--- config.mk ---
export PLATFORM = sky130hd
export DESIGN_NAME = shadow_ray_dispatcher
export DESIGN_NICKNAME = d
export VERILOG_FILES = /design/src/rtl/shadow_ray_dispatcher.sv
export SDC_FILE = /design/constraint.sdc
export NUM_CORES = 2
export LEC_CHECK = 0
export CORE_AREA = 8 8 599 601
export CTS_BUF_LIST = sky130_fd_sc_hd__clkbuf_8
export DETAILED_ROUTE_END_ITERATION = 8
export DIE_AREA = 0 0 607 609
export SLEW_MARGIN = 10
export SYNTH_ARGS = -nofsm -noshare
export SYNTH_HDL_FRONTEND = slang
export SYNTH_SLANG_ARGS = --single-unit
--- constraint.sdc ---
create_clock -name clk -period 16.8 [get_ports clk]
set_input_delay 4.2 -clock clk [delete_from_list [all_inputs] [get_ports clk]]
set_output_delay 4.2 -clock clk [all_outputs]
set_load 0.02 [all_outputs]
--- src/rtl/shadow_ray_dispatcher.sv ---
`default_nettype none
// shadow_ray_dispatcher: in-order record buffer that sends hit records through occlusion
// traversal, attenuates occluded colours and forwards every record downstream. Rev 1.0
module shadow_ray_dispatcher #(
  parameter int DATA_W       = 512,
  parameter int COLOR_LSB    = 0,
  parameter int CH_W         = 8,
  parameter int DEPTH        = 4,
  parameter int SHADOW_SCALE = 128
) (
  input  logic              clk,
  input  logic              reset,
  input  logic              add_input,
  input  logic [DATA_W-1:0] input_data,
  input  logic              input_hit,
  output logic              fifo_full,
  output logic              trav_strobe,
  output logic [DATA_W-1:0] trav_ray,
  input  logic              trav_busy,
  input  logic              trav_valid,
  input  logic              trav_occluded,
  input  logic              output_fifo_full,
  output logic              valid,
  output logic [DATA_W-1:0] out
);

  localparam int              AW         = $clog2(DEPTH);
  localparam int              CW         = $clog2(DEPTH + 1);
  localparam logic [CW-1:0]   FULL_COUNT = CW'(DEPTH);
  localparam logic [CH_W-1:0] SCALE      = CH_W'(SHADOW_SCALE);

  typedef enum logic [2:0] {
    IDLE  = 3'd0,
    ISSUE = 3'd1,
    WAIT  = 3'd2,
    SHADE = 3'd3,
    DONE  = 3'd4
  } state_t;

  state_t state, state_next;

  logic [DATA_W-1:0] fifo_data [DEPTH];
  logic [DEPTH-1:0]  fifo_hit;
  logic [AW-1:0]     rd_ptr, wr_ptr;
  logic [CW-1:0]     count, count_next;
  logic              push, pop;

  logic [DATA_W-1:0] work, work_next;
  logic [DATA_W-1:0] out_next, trav_ray_next;
  logic              valid_next;
  logic [DATA_W-1:0] shaded;
  logic [3*CH_W-1:0] shaded_color;

  // ---------------- input FIFO ----------------
  assign push       = add_input && !fifo_full;
  assign count_next = count + CW'(push) - CW'(pop);

  always_ff @(posedge clk) begin
    if (reset) begin
      rd_ptr    <= '0;
      wr_ptr    <= '0;
      count     <= '0;
      fifo_full <= 1'b0;
    end else begin
      if (push) wr_ptr <= wr_ptr + AW'(1);
      if (pop)  rd_ptr <= rd_ptr + AW'(1);
      count     <= count_next;
      fifo_full <= (count_next == FULL_COUNT);
    end
  end

  // Storage needs no reset: pointers and count decide what is live.
  always_ff @(posedge clk) begin
    if (push) begin
      fifo_data[wr_ptr] <= input_data;
      fifo_hit[wr_ptr]  <= input_hit;
    end
  end

  // ---------------- colour attenuation ----------------
  for (genvar i = 0; i < 3; i++) begin : g_ch
    logic [2*CH_W-1:0] product;
    logic [CH_W-1:0]   unused_frac;
    assign product = {{CH_W{1'b0}}, work[COLOR_LSB + i*CH_W +: CH_W]} * {{CH_W{1'b0}}, SCALE};
    assign {shaded_color[i*CH_W +: CH_W], unused_frac} = product;
  end

  always_comb begin
    shaded = work;
    shaded[COLOR_LSB +: 3*CH_W] = shaded_color;
  end

  // ---------------- control FSM ----------------
  always_ff @(posedge clk) begin
    if (reset) begin
      state    <= IDLE;
      work     <= '0;
      out      <= '0;
      trav_ray <= '0;
      valid    <= 1'b0;
    end else begin
      state    <= state_next;
      work     <= work_next;
      out      <= out_next;
      trav_ray <= trav_ray_next;
      valid    <= valid_next;
    end
  end

  always_comb begin
    state_next    = state;
    work_next     = work;
    out_next      = out;
    trav_ray_next = trav_ray;
    valid_next    = 1'b0;
    trav_strobe   = 1'b0;
    pop           = 1'b0;
    case (state)
      IDLE: begin
        if (count != '0) begin
          pop       = 1'b1;
          work_next = fifo_data[rd_ptr];
          if (fifo_hit[rd_ptr]) begin
            trav_ray_next = fifo_data[rd_ptr];
            state_next    = ISSUE;
          end else begin
            state_next = DONE;
          end
        end
      end
      ISSUE: begin
        if (!trav_busy) begin
          trav_strobe = 1'b1;
          state_next  = WAIT;
        end
      end
      WAIT: begin
        if (trav_valid) state_next = trav_occluded ? SHADE : DONE;
      end
      SHADE: begin
        work_next  = shaded;
        state_next = DONE;
      end
      DONE: begin
        if (!output_fifo_full) begin
          out_next   = work;
          valid_next = 1'b1;
          state_next = IDLE;
        end
      end
      default: state_next = IDLE;
    endcase
  end

endmodule
`default_nettype wire
==> impl_metrics.sql <==
INSERT INTO impl_metrics (metric_group, metric, value, unit) VALUES
('outcome', 'run_status', 'finished, violations left', ''),
('outcome', 'violated_checks', 'max-slew violations', ''),
('clock_tree', 'postCtsResizedCells', '0', ''),
('logic_synthesis', 'synth_enable_flop_cells', '2052', ''),
('logic_synthesis', 'yosys_warnings', '0', ''),
('placement', 'detailed_place_hpwl', '278.1', 'mm'),
('floorplan', 'die_area', '369700', 'um^2'),
('route', 'drt-pass1-iter-count', '6', ''),
('pwr', 'total_switching_power', '9.927', 'mW'),
('placement', 'pre_cts_ws', '6.790', 'ns'),
('timing', 'minimum_setup_slack_in_the_final_design', '6.768', 'ns'),
('clock_tree', 'insertion_delay', '1.18', 'ns'),
('timing', 'period_needed', '10.03', 'ns'),
('placement', 'gp_congestion', '0.8657', ''),
('flow_run', 'max_cap_viols', '0', ''),
('pwr', 'ir_drop', '0.0001974', 'V'),
('final_layout', 'syn2layout_area_growth', '24.75', '%'),
('logic_synthesis', 'postSynthCellCount', '9420', ''),
('pwr', 'clkPwrFrac', '27.3', '%'),
('grt', 'first_pass_grt_wire_length', '584.3', 'mm'),
('worst_setup_path', 'crit_path_start_kind', 'input port', ''),
('floorplan', 'std_cell_rows', '217', ''),
('logic_synthesis', 'yosys-top-cells-area', 'edfxtp_1, dfxtp_1, mux4_2', ''),
('timing', 'rsz_0062_raised_after_global_routing', 'false', ''),
('grt', 'first_global_vias', '82460', ''),
('grt', 'grt_overflow', '0', ''),
('route', 'drt-vias-per-instance', '5.085', ''),
('route', 'wl_met3', '31.56', 'mm'),
('hold_path', 'hold_path.class', 'flip-flop to flip-flop', ''),
('final_layout', 'ff_latch_area', '92660', 'um^2'),
('logic_synthesis', 'synth-async-reset-ratio', '0', '%'),
('route', 'wl', '414.0', 'mm'),
('worst_setup_path', 'timing.setup.critical_path_class', 'input port to primary output', ''),
('clock_tree', 'postCtsHoldBufs', '0', ''),
('clock_tree', 'number_of_buffers_inserted_during_clock_tree_synthesis', '594', ''),
('route', 'top_signal_layer_used', 'met5', ''),
('clock_tree', 'cts-root-to-sink-buffers', '4', ''),
('final_layout', 'nNetsFinal', '11560', ''),
('timing', 'slew_violations', '63', ''),
('clock_tree', 'tritoncts_clock_tree', 'done', ''),
('floorplan', 'die_height', '609', 'um'),
('grt', 'grt_util_all_layers', '21.36', '%'),
('floorplan', 'chipWidth', '607', 'um'),
('floorplan', 'initial_cell_density_of_the_core', '36.38', '%'),
('logic_synthesis', 'yosysMostFrequentCell', 'nand2_1', ''),
('timing', 'max-slew-margin-rel', '-7.121', '%'),
('worst_setup_path', 'critical_path.max_stage_delay', '0.65', 'ns'),
('logic_synthesis', 'synth.lib_cells_used.distinct', '35', ''),
('grt', 'grt_antenna_before_repair', '156', ''),
('pwr', 'power.density_cell_area', '173.7', 'nW/um^2'),
('floorplan', 'core_footprint', '348600', 'um^2'),
('floorplan', 'top_level_ports', '1547', ''),
('grt', 'largest_net_degree_at_the_start_of_global_routing', '207', ''),
('route', 'post_detailed_route_count_of_antenna_violating_nets', '0', ''),
('pwr', 'power_frac_seq', '42.7', '%'),
('worst_setup_path', 'worst_ep_arrival_time', '5.83', 'ns'),
('timing', 'finalCritPeriodShare', '59.71', '%'),
('route', 'vias', '82600', ''),
('worst_setup_path', 'crit_path_cell_trace', 'clkdlybuf4s50_1 -> or3_1 -> inv_1 -> clkdlybuf4s50_1', ''),
('logic_synthesis', 'synthesis.nets', '9946', ''),
('worst_setup_path', 'worstPathRequired', '12.60', 'ns'),
('pwr', 'power_frac_comb', '30.0', '%'),
('worst_setup_path', 'crit_path_buffers_inverters', '3', ''),
('logic_synthesis', 'mappedNetlistArea', '126800', 'um^2'),
('worst_setup_path', 'critPathMostFrequentCell', 'clkdlybuf4s50_1', ''),
('worst_setup_path', 'crit_family', 'buffers and inverters', ''),
('logic_synthesis', 'synth_commonest_cells', 'nand2_1, edfxtp_1, dfxtp_1, a21oi_1, mux4_2', ''),
('final_layout', 'final_design_area_no_fill', '158200', 'um^2'),
('final_layout', 'area_taken_by_multi_input_logic_gates', '31350', 'um^2'),
('timing', 'timing.final.hold_violations', '0', ''),
('route', 'routedWlPerCell', '25.49', 'um');
-- final cells by class --
type,count,area share (%)
sequential,3602,58.56
multi-input combinational,5180,19.81
timing repair buffer,1652,10.42
clock inverter,438,1.613
clock buffer,664,5.776
antenna,103,0.1629
inverter,6,0.01423
tap,4599,3.637
-- state kept, by name, summed over array words and instances (netlist names), named ones only --
name / cells
trav_ray: 512
rd_ptr: 2
work: 512
fifo_data: 2048
wr_ptr: 2
fifo_hit: 4
fifo_full: 1
count: 3
out: 512
state: 3
valid: 1
-- layout by cell type, fill, tap and decap left out, types with 3 or more instances in the layout --
master and count:
xnor2_1 3, clkinv_2 36, clkinv_8 9, and2_4 4, bufinv_16 11, edfxtp_1 2052, nand2_1 3046, a22oi_1 21
mux4_2 513, buf_4 90, nand2b_1 3, inv_1 256, inv_16 6, clkdlybuf4s50_1 1545, clkinvlp_4 11, inv_12 17
diode_2 103, nor3_1 5, clkbuf_8 664, inv_8 9, inv_6 7, ha_1 5, buf_12 16, clkinv_1 80
mux2i_1 3, dfxtp_1 1548, a21oi_1 1534, nor2_1 13
-- kinds of logic (layout without fill, tap and decap cells) --
kind of cell	Yosys count	in the layout	synth area share [%]
multiplexers	516	516	9.133
other	0	103	0
flip-flops	3602	3602	73.05
AO/OA/AOI/OAI	1565	1565	6.235
adder cells (fa/ha/maj)	6	6	0.06511
AND/OR/NAND/NOR	3088	3088	9.207
buffers and inverters	638	2760	2.277
XOR/XNOR	5	5	0.03453
-- worst reg2reg max path: cells and delay by family (launching register included) --
| kind | cells | cell delay, ns |
|---|---|---|
| buffers and inverters | 4 | 2.93 |
| flip-flops | 1 | 0.34 |
| AND/OR/NAND/NOR | 3 | 1.48 |
| AO/OA/AOI/OAI | 1 | 0.20 |
-- routing by layer --
layer | vias to the layer above | track usage, %
met1 | 41570 | 24.76
met3 | 874 | 5.646
met2 | 3112 | 36.20
met4 | 74 | 11.35
met5 | - | 0
li1 | 36970 | -
-- power by group through the flow --
stage / Clock (mW) / Sequential [mW] / Combinational, mW
global placement: 0 / 11.8 / 8.33
global route: 8.08 / 11.9 / 8.84
detailed placement: 0 / 11.9 / 8.40
finish: 7.50 / 11.7 / 8.24
floorplan: 0 / 12.3 / 4.34
CTS: 7.68 / 11.7 / 8.42
-- metrics by stage --
stage | std cells | utilization (%)
global route | 16210 | 45.36
finish | 16240 | 45.38
detailed placement | 15040 | 41.96
CTS | 16140 | 45.31
floorplan | 9420 | -
global placement | 15040 | 41.96
-- path summary, 6_finish.rpt --
path         startpoint  slack [ns]  cells after the start     endpoint
max           trav_busy        6.77                      4  trav_strobe
min reg2reg   work[175]        0.41                      2     out[175]
min           work[175]        0.41                      2     out[175]
max reg2reg    count[1]       11.73                      8    work[146]
Note: power is estimated with default switching activity, not from simulation.
